`src/rtl/put_motion_code_pkg.sv`:
```
// Shared constants for the MPEG-2 motion_code VLC encoder: legal range,
// codeword sizing, FSM state encoding and the magnitude->prefix table.
package put_motion_code_pkg;

  localparam int MAX_VLC_LEN = 11;
  localparam int PREFIX_W    = 10;
  localparam int NUM_MAG     = 17;

  localparam logic signed [5:0] MCODE_MIN = -6'sd16;
  localparam logic signed [5:0] MCODE_MAX = 6'sd16;

  typedef enum logic {
    ST_IDLE  = 1'b0,
    ST_SHIFT = 1'b1
  } state_e;

  // Prefix patterns MSB-aligned in 10 bits; entry 0 is the rightmost element.
  localparam logic [NUM_MAG-1:0][PREFIX_W-1:0] PREFIX_TBL = {
    10'b0000001100,  // 16
    10'b0000001101,  // 15
    10'b0000001110,  // 14
    10'b0000001111,  // 13
    10'b0000010000,  // 12
    10'b0000010001,  // 11
    10'b0000010010,  // 10
    10'b0000010100,  // 9
    10'b0000010110,  // 8
    10'b0000011000,  // 7
    10'b0000100000,  // 6
    10'b0000101000,  // 5
    10'b0000110000,  // 4
    10'b0001000000,  // 3
    10'b0010000000,  // 2
    10'b0100000000,  // 1
    10'b1000000000   // 0
  };

  localparam logic [NUM_MAG-1:0][3:0] PLEN_TBL = {
    4'd10, 4'd10, 4'd10, 4'd10, 4'd10, 4'd10,
    4'd9,  4'd9,  4'd9,
    4'd7,  4'd7,  4'd7,
    4'd6,  4'd4,  4'd3,  4'd2,  4'd1
  };

endpackage

```
`src/rtl/put_motion_code_lut.sv`:
```
// Combinational magnitude -> (MSB-aligned prefix, prefix length) lookup.
module mv_vlc_lut
  import put_motion_code_pkg::*;
(
  input  logic [4:0]          mag_i,
  output logic [PREFIX_W-1:0] prefix_o,
  output logic [3:0]          plen_o
);

  always_comb begin
    prefix_o = '0;
    plen_o   = '0;
    if (mag_i <= 5'd16) begin
      prefix_o = PREFIX_TBL[mag_i];
      plen_o   = PLEN_TBL[mag_i];
    end
  end

endmodule

```
`src/rtl/put_motion_code.sv`:
```
// MPEG-2 motion_code VLC encoder: accepts one signed mcode, builds the
// codeword (prefix + sign) and serializes it MSB first under out_ready.
module put_motion_code
  import put_motion_code_pkg::*;
(
  input  logic        clk,
  input  logic        rst,
  input  logic        in_valid,
  output logic        in_ready,
  input  logic [5:0]  mcode,
  output logic        out_bit,
  output logic        out_valid,
  input  logic        out_ready,
  output logic [10:0] code,
  output logic [3:0]  len,
  output logic        done,
  output logic        err
);

  state_e      state_q, state_d;
  logic [10:0] code_q, code_d;
  logic [10:0] sh_q, sh_d;
  logic [3:0]  len_q, len_d;
  logic [3:0]  cnt_q, cnt_d;
  logic        done_q, done_d;
  logic        err_q, err_d;

  logic [4:0]          mag_w;
  logic                legal_w;
  logic                has_sign_w;
  logic [PREFIX_W-1:0] prefix_w;
  logic [3:0]          plen_w;
  logic [3:0]          sign_pos_w;
  logic [3:0]          len_w;
  logic [10:0]         code_w;
  logic                last_bit_w;

  // Negating only the low 5 bits keeps -16 at 5'b10000 without overflow.
  assign mag_w      = mcode[5] ? (5'd0 - mcode[4:0]) : mcode[4:0];
  assign legal_w    = ($signed(mcode) >= MCODE_MIN) && ($signed(mcode) <= MCODE_MAX);
  assign has_sign_w = (mag_w != 5'd0);

  mv_vlc_lut u_lut (
    .mag_i    (mag_w),
    .prefix_o (prefix_w),
    .plen_o   (plen_w)
  );

  assign sign_pos_w = 4'(MAX_VLC_LEN - 1) - plen_w;
  assign code_w     = {prefix_w, 1'b0}
                    | (has_sign_w ? ({10'd0, mcode[5]} << sign_pos_w) : 11'd0);
  assign len_w      = plen_w + {3'd0, has_sign_w};
  assign last_bit_w = (cnt_q == (len_q - 4'd1));

  always_ff @(posedge clk) begin
    if (rst) begin
      state_q <= ST_IDLE;
      code_q  <= '0;
      sh_q    <= '0;
      len_q   <= '0;
      cnt_q   <= '0;
      done_q  <= 1'b0;
      err_q   <= 1'b0;
    end else begin
      state_q <= state_d;
      code_q  <= code_d;
      sh_q    <= sh_d;
      len_q   <= len_d;
      cnt_q   <= cnt_d;
      done_q  <= done_d;
      err_q   <= err_d;
    end
  end

  // IDLE | waiting for an mcode ; SHIFT | serializing the loaded codeword
  always_comb begin
    state_d = state_q;
    code_d  = code_q;
    sh_d    = sh_q;
    len_d   = len_q;
    cnt_d   = cnt_q;
    done_d  = 1'b0;
    err_d   = 1'b0;
    case (state_q)
      ST_IDLE: begin
        if (in_valid) begin
          if (legal_w) begin
            code_d  = code_w;
            sh_d    = code_w;
            len_d   = len_w;
            cnt_d   = '0;
            state_d = ST_SHIFT;
          end else begin
            err_d = 1'b1;
          end
        end
      end
      ST_SHIFT: begin
        if (out_ready) begin
          sh_d = {sh_q[9:0], 1'b0};
          if (last_bit_w) begin
            done_d  = 1'b1;
            state_d = ST_IDLE;
          end else begin
            cnt_d = cnt_q + 4'd1;
          end
        end
      end
      default: state_d = ST_IDLE;
    endcase
  end

  assign in_ready  = (state_q == ST_IDLE);
  assign out_valid = (state_q == ST_SHIFT);
  assign out_bit   = out_valid & sh_q[10];
  assign code      = code_q;
  assign len       = len_q;
  assign done      = done_q;
  assign err       = err_q;

endmodule

```
`config.mk`:
```
export PLATFORM = sky130hd
export DESIGN_NAME = put_motion_code
export DESIGN_NICKNAME = d
export VERILOG_FILES = /design/src/rtl/put_motion_code_pkg.sv /design/src/rtl/put_motion_code_lut.sv /design/src/rtl/put_motion_code.sv
export SDC_FILE = /design/constraint.sdc
export NUM_CORES = 1
export LEC_CHECK = 0
export CAP_MARGIN = 0
export CORE_UTILIZATION = 55
export DETAILED_ROUTE_END_ITERATION = 7
export GPL_TIMING_DRIVEN = 1
export PLACE_DENSITY = 0.8
export SLEW_MARGIN = 20
export SYNTH_ARGS = -nofsm -noshare
export SYNTH_HDL_FRONTEND = slang
export SYNTH_SLANG_ARGS = --single-unit
```
`constraint.sdc`:
```
create_clock -name clk -period 4.25 [get_ports clk]
set_clock_uncertainty 0.05 [all_clocks]
set_input_delay 0.425 -clock clk [delete_from_list [all_inputs] [get_ports clk]]
set_output_delay 0.425 -clock clk [all_outputs]
set_load 0.05 [all_outputs]
```
Word-level counts from Yosys, hierarchy flattened --
Memory sizes are Yosys's and may differ from the RTL's. Cells that the tools add are included.
Operators by class: $add $sub $neg 5, equality and inequality tests 5, order comparisons 4, reduce and logical (&&, ||, !) cells 7, bitwise gates (word level) 5, shifts and indexed selects 1, muxes and demuxes 22
Operators by type and width (number):
- 11-bit 2-to-1 mux | 4
- 4-bit 2-to-1 mux | 6
- 11-bit one-hot mux with 2 select lines | 1
- 10-bit 2-to-1 mux | 2
- 11-bit OR | 1
- 1-bit by 4-bit left shift with 11-bit output | 1
- 4-bit one-hot mux with 2 select lines | 1
- 6-bit by 5-bit greater-or-equal comparator with 1-bit output (second input constant) | 1
- 6-bit less-or-equal comparator (second input constant) | 1
- 5-bit by 6-bit less-than comparator with 1-bit output (second input constant) | 1
- 1-bit 2-to-1 mux | 6
- 2-bit != test (second input constant) | 3
- 3-bit AND reduction | 2
- 3-bit OR reduction | 2
- 5-bit less-or-equal comparator (second input constant) | 1
- 5-bit 2-to-1 mux | 1
- 5-bit nonzero test | 1
- 1-bit by 5-bit subtractor with 5-bit output (first input constant) | 1
- 4-bit by 1-bit adder with 4-bit output | 1
- 4-bit by 1-bit adder with 4-bit output (second input constant) | 1
- 4-bit equality test | 1
- 4-bit AND reduction | 1
- 4-bit by 1-bit subtractor with 4-bit output (second input constant) | 1
- 4-bit subtractor (first input constant) | 1
- other kinds (5) | 7
Word-level totals: input port bits 10, bits in read-only memories 448, logic and storage cells 58, memories 2, output and inout bits 20, flip-flop bits (word level) 33
Memories:
- (name not given) | words 32, bits a word 10, rd ports 1, clocked after Yosys merged registers in 0, write ports 0, line put_motion_code_lut.sv:14 | prefix_o = PREFIX_TBL[mag_i];
- (name not given) | words 32, bits a word 4, rd ports 1, clocked after Yosys merged registers in 0, write ports 0, line put_motion_code_lut.sv:15 | plen_o = PLEN_TBL[mag_i];

Logic depth before layout (Yosys ltp) --
Gate-level depths: netlist of run 1.
word-level depth 12, mapped depth 19

Hierarchy --
Synthesis of run 1 repeated with hierarchy kept, for this count alone.
Second synthesis, totals: cells, all modules 260, area total of the unflattened synthesis 2134.5 sq um
By module, submodules not included:
- put_motion_code | times used 1, area an instance 1836.8 sq um, cells each 216
- mv_vlc_lut | times used 1, area an instance 297.8 sq um, cells each 44

Least setup slack after synthesis of run 1 --
OpenSTA, ideal clock, no wires.
kind input to register, start in mcode[0], end reg sh_q[1], data required time 4.114 ns, data arrival time 3.711 ns, setup slack 0.403 ns, cell stages on the path 18, buffers on the path 3, path through buf_6 -> inv_1 -> ha_1 -> nand2_1 -> o21ai_0 -> ha_1 -> clkbuf_1 -> nor2b_1 -> mux2i_2 -> nor2_1 -> o21ai_2 -> inv_2 -> ha_1 -> clkbuf_1 -> or3_1 -> a31oi_2 -> a31oi_1 -> a221oi_2
Between the ends: word-level cells in the longest chain between the ends 12
RTL lines:
- from (decl) | line put_motion_code.sv:10 | input logic [5:0] mcode,
- 1-bit by 5-bit subtractor with 5-bit output | line put_motion_code.sv:39 | assign mag_w = mcode[5] ? (5'd0 - mcode[4:0]) : mcode[4:0];
- 5-bit 2-to-1 mux | line put_motion_code.sv:39
- memory 32 x 4 bit
- 4-bit 2-to-1 mux (implied by the code) | line put_motion_code_lut.sv:15
- 4-bit 2-to-1 mux | line put_motion_code_lut.sv:13 | if (mag_i <= 5'd16) begin
- 4-bit subtractor | line put_motion_code.sv:49 | assign sign_pos_w = 4'(MAX_VLC_LEN - 1) - plen_w;
- 1-bit by 4-bit left shift with 11-bit output | line put_motion_code.sv:51 | | (has_sign_w ? ({10'd0, mcode[5]} << sign_pos_w) : 11'd0);
- 11-bit 2-to-1 mux | line put_motion_code.sv:51
- 11-bit OR | line put_motion_code.sv:51
- 11-bit 2-to-1 mux | line put_motion_code.sv:87 | if (legal_w) begin
- 11-bit 2-to-1 mux | line put_motion_code.sv:86 | if (in_valid) begin
- 11-bit one-hot mux with 2 select lines | line put_motion_code.sv:84 | case (state_q)
- to (signal assigned) | line put_motion_code.sv:59 | sh_q <= '0;
- to (signal assigned) | line put_motion_code.sv:67 | sh_q <= sh_d;
- to (decl) | line put_motion_code.sv:22 | logic [10:0] sh_q, sh_d;
Several ways; a longest one is shown, not always the timed one. The select of a mux whose other input is x is not followed. A chain may end at the register's enable or synchronous reset.

Worst setup path after layout of run 1 --
Same ends and word-level chain as after synthesis.

==> flow_summary.toml, run 1 <==
[worst_setup_path]
crit_path_start = "mcode[0]"
reg2reg_slack_ns = 1.93
crit_required_ns = 4.41
worstReg2RegEnd = "sh_q[7]$_SDFFE_PP0P_"
end_kind = "flip-flop"
start_kind = "input pin"
r2r_cells = 6
worst_r2r_startpoint = "out_valid$_SDFF_PP0_"
path_class = "input pin to flip-flop"
cp.arrival_ns = 3.90
crit_fanout = 7

[sta]
fmax_ghz = 0.267
rsz0062_at_grt = "false"
period_minus_slack_ns = 3.74
setup_tns_ns = 0
finalHoldViolCount = 0
fin_crit_sh = 0.881
slew_viol_final = 0
slew_headroom = 0.525
finalSetupViolCount = 0
tightest_slew_ns = 0.709

[die]
io-pin-count = 30
die_w_um = 66.4
num_rows = 23
die_y_um = 66.4
dieArea_um2 = 4410
start_util = 0.571
coreArea_um2 = 4000

[final_layout]
drive_above_1_share = 0.152
fill_cells = 334
multi_input_area_um2 = 1500
seqCellArea_um2 = 661
num_antenna_cells = 0
layout.nets = 330
syn_to_final_growth_pct = 20.8
final_util = 0.690

[clocking]
cts_resized = 0
h-tree-depth = 2
cts_tree = "built"
post_cts_buffers = 0
clockBufferDepth = 2
clk-insertion-delay-late_ns = 0.29
postCtsHoldBufs = 0
cts.sinks = 33
numCtsBuffers = 5
root_buffer = "clkbuf_8"
clk_pin_slew_worst_paths_ns = 0.07

[synth]
synth_edf_count = 0
yosysSeqAreaShare = 0.289
yosys_warnings = 0
synth-seq-cells = 33
synth_largest_area_cell = "dfxtp_1"
syn_avg_cell_area_um2 = 8.36
async_flop_share = 0
syn_nets = 294
synth.most_common_cell = "dfxtp_1"
synth_top_area_share = 0.289
synthCells = 273
netlist_area_um2 = 2280
ys.flop_type = "dfxtp_1"
synth_cell_types = 67
yosys-top-cells-count = "dfxtp_1, nand2_1, nor2_1, o21ai_0, a21oi_1"
synthTopCellsByArea = "dfxtp_1, ha_1, nand2_1, o21ai_0, a21oi_1"

[detailed_routing]
wl_per_cell_um = 16.8
firstDrtPassIters = 5
drt-total-wl_mm = 6.05
ant_nets = 0
vias = 2296
drc = 0
viasPerCell = 6.38
drt_iter0_markers = 205

[global_route]
antenna_found_initial = 0
grt_max_degree = 16
grt_overflow_total = 0
grt_pass1_wl_mm = 9.62
first_global_vias = 1953
grt_usage = 0.291

[hold_path]
holdPathEnd = "code[0]$_SDFFE_PP0P_"
hold_start = "code[0]$_SDFFE_PP0P_"
whs_path_depth = 2
hold_class = "flip-flop to flip-flop"

[power]
combPwrFrac = 0.373
power_leakage_nw = 1.01
p_sw_mw = 0.346
vdd_drop_max_v = 0.000259
clockPowerShare = 0.251
switching_share = 0.376
pwr_density_cell_nw_per_um2 = 334
p_int_mw = 0.574
pwr-share-seq = 0.376

[job]
drv_cap = 0

[place]
portBuffers = 29
gp_congestion = 0.917
dp_hpwl_mm = 4.50

[outcome]
status = "finished clean"
## state kept, by name, indices dropped and copies added (netlist names)
name       flops
out_valid      1
cnt_q          4
sh_q          11
done           1
len            4
err            1
code          11
## metal layers
layer | up-vias | share of wire | global-route usage
met3 | 10 | 0.076 | 0.0466
met5 | - | 0 | 0
li1 | 1100 | - | -
met1 | 1084 | 0.47 | 0.414
met2 | 102 | 0.45 | 0.457
met4 | 0 | 0.0081 | 0.0691
## critical path: stages
cell	delay, ns
clkdlybuf4s50_1	0.47
inv_1	0.11
ha_1	0.31
nand2_1	0.06
o21ai_0	0.14
inv_1	0.13
ha_1	0.20
nand2b_1	0.06
a21boi_0	0.27
nor3_2	0.07
o21ai_2	0.15
inv_2	0.10
ha_1	0.30
or3_1	0.39
a31oi_2	0.23
a31oi_1	0.18
a221oi_2	0.29
## area by class of cell
| type | instances | area share |
|---|---|---|
| clock buffers | 6 | 0.0263 |
| clock inverters | 2 | 0.00363 |
| inverters | 10 | 0.0136 |
| multi-input cells | 213 | 0.543 |
| flip-flops and latches | 33 | 0.239 |
| well taps | 50 | 0.0227 |
| repair buffers | 46 | 0.151 |
## per-stage QoR
step / setup slack [ns] / cells / power (mW) / area [µm²] / hold slack [ns]
2_1_floorplan: 0.403 / 273 / 0.588 / 2280 / 0.381
3_3_place_gp: 0.337 / 352 / 0.689 / 2680 / 0.378
3_5_place_dp: 0.242 / 352 / 0.691 / 2680 / 0.379
4_1_cts: 0.537 / 360 / 0.914 / 2760 / 0.388
5_1_grt: 0.243 / 360 / 0.963 / 2760 / 0.417
6_report: 0.506 / 360 / 0.921 / 2760 / 0.385
## placed cells by master (no fill, tap or decap), types with 4 or more instances in the layout
cell and count:
dfxtp_1 33, clkdlybuf4s50_1 29, nand2_1 26, nor2_1 18, buf_4 17, o21ai_0 16
a21oi_1 14, ha_1 11, nand3_1 9, inv_1 8, nand2b_1 6, nor3_1 6
xnor2_1 6, and2_1 5, o21ai_1 5, o31ai_1 5, clkbuf_8 5, o211ai_1 4
nor2b_1 4, o22ai_1 4, nand4_1 4, o221ai_1 4
## cell families after synthesis
logic type                 after synthesis  synth area share
and+or+nand+nor                         91             0.205
xor gates and xnor gates                11            0.0521
AOI/OAI and AO/OA                       94             0.309
muxes                                    6            0.0290
buffers and inverters                   27            0.0548
adders and majority gates               11            0.0603
DFF                                     33             0.289
## power by group through the flow
stage	Combinational (mW)	Sequential, mW	Clock [mW]
finish	0.343	0.346	0.231
global placement	0.337	0.352	0
global route	0.369	0.349	0.245
floorplan	0.207	0.381	0
detailed placement	0.338	0.353	0
CTS	0.339	0.346	0.229
## how the worst max path moves through the flow
stage / to / depth (start not counted) / slack, ns
after floorplan: sh_q[1]$_SDFFE_PP0P_ / 18 / 0.40
after global routing: sh_q[2]$_SDFFE_PP0P_ / 18 / 0.24
final: sh_q[1]$_SDFFE_PP0P_ / 17 / 0.51
after detailed placement: sh_q[2]$_SDFFE_PP0P_ / 18 / 0.24
after global placement: sh_q[1]$_SDFFE_PP0P_ / 17 / 0.34
after CTS: sh_q[2]$_SDFFE_PP0P_ / 18 / 0.54
Note: power is estimated with default switching activity, not from simulation.
==> inputs of run 2 (changes only) <==
- SLEW_MARGIN: 20 -> unset
==> results of run 2 <==
The final DEF is identical to that of run 1; final timing and power are the same.
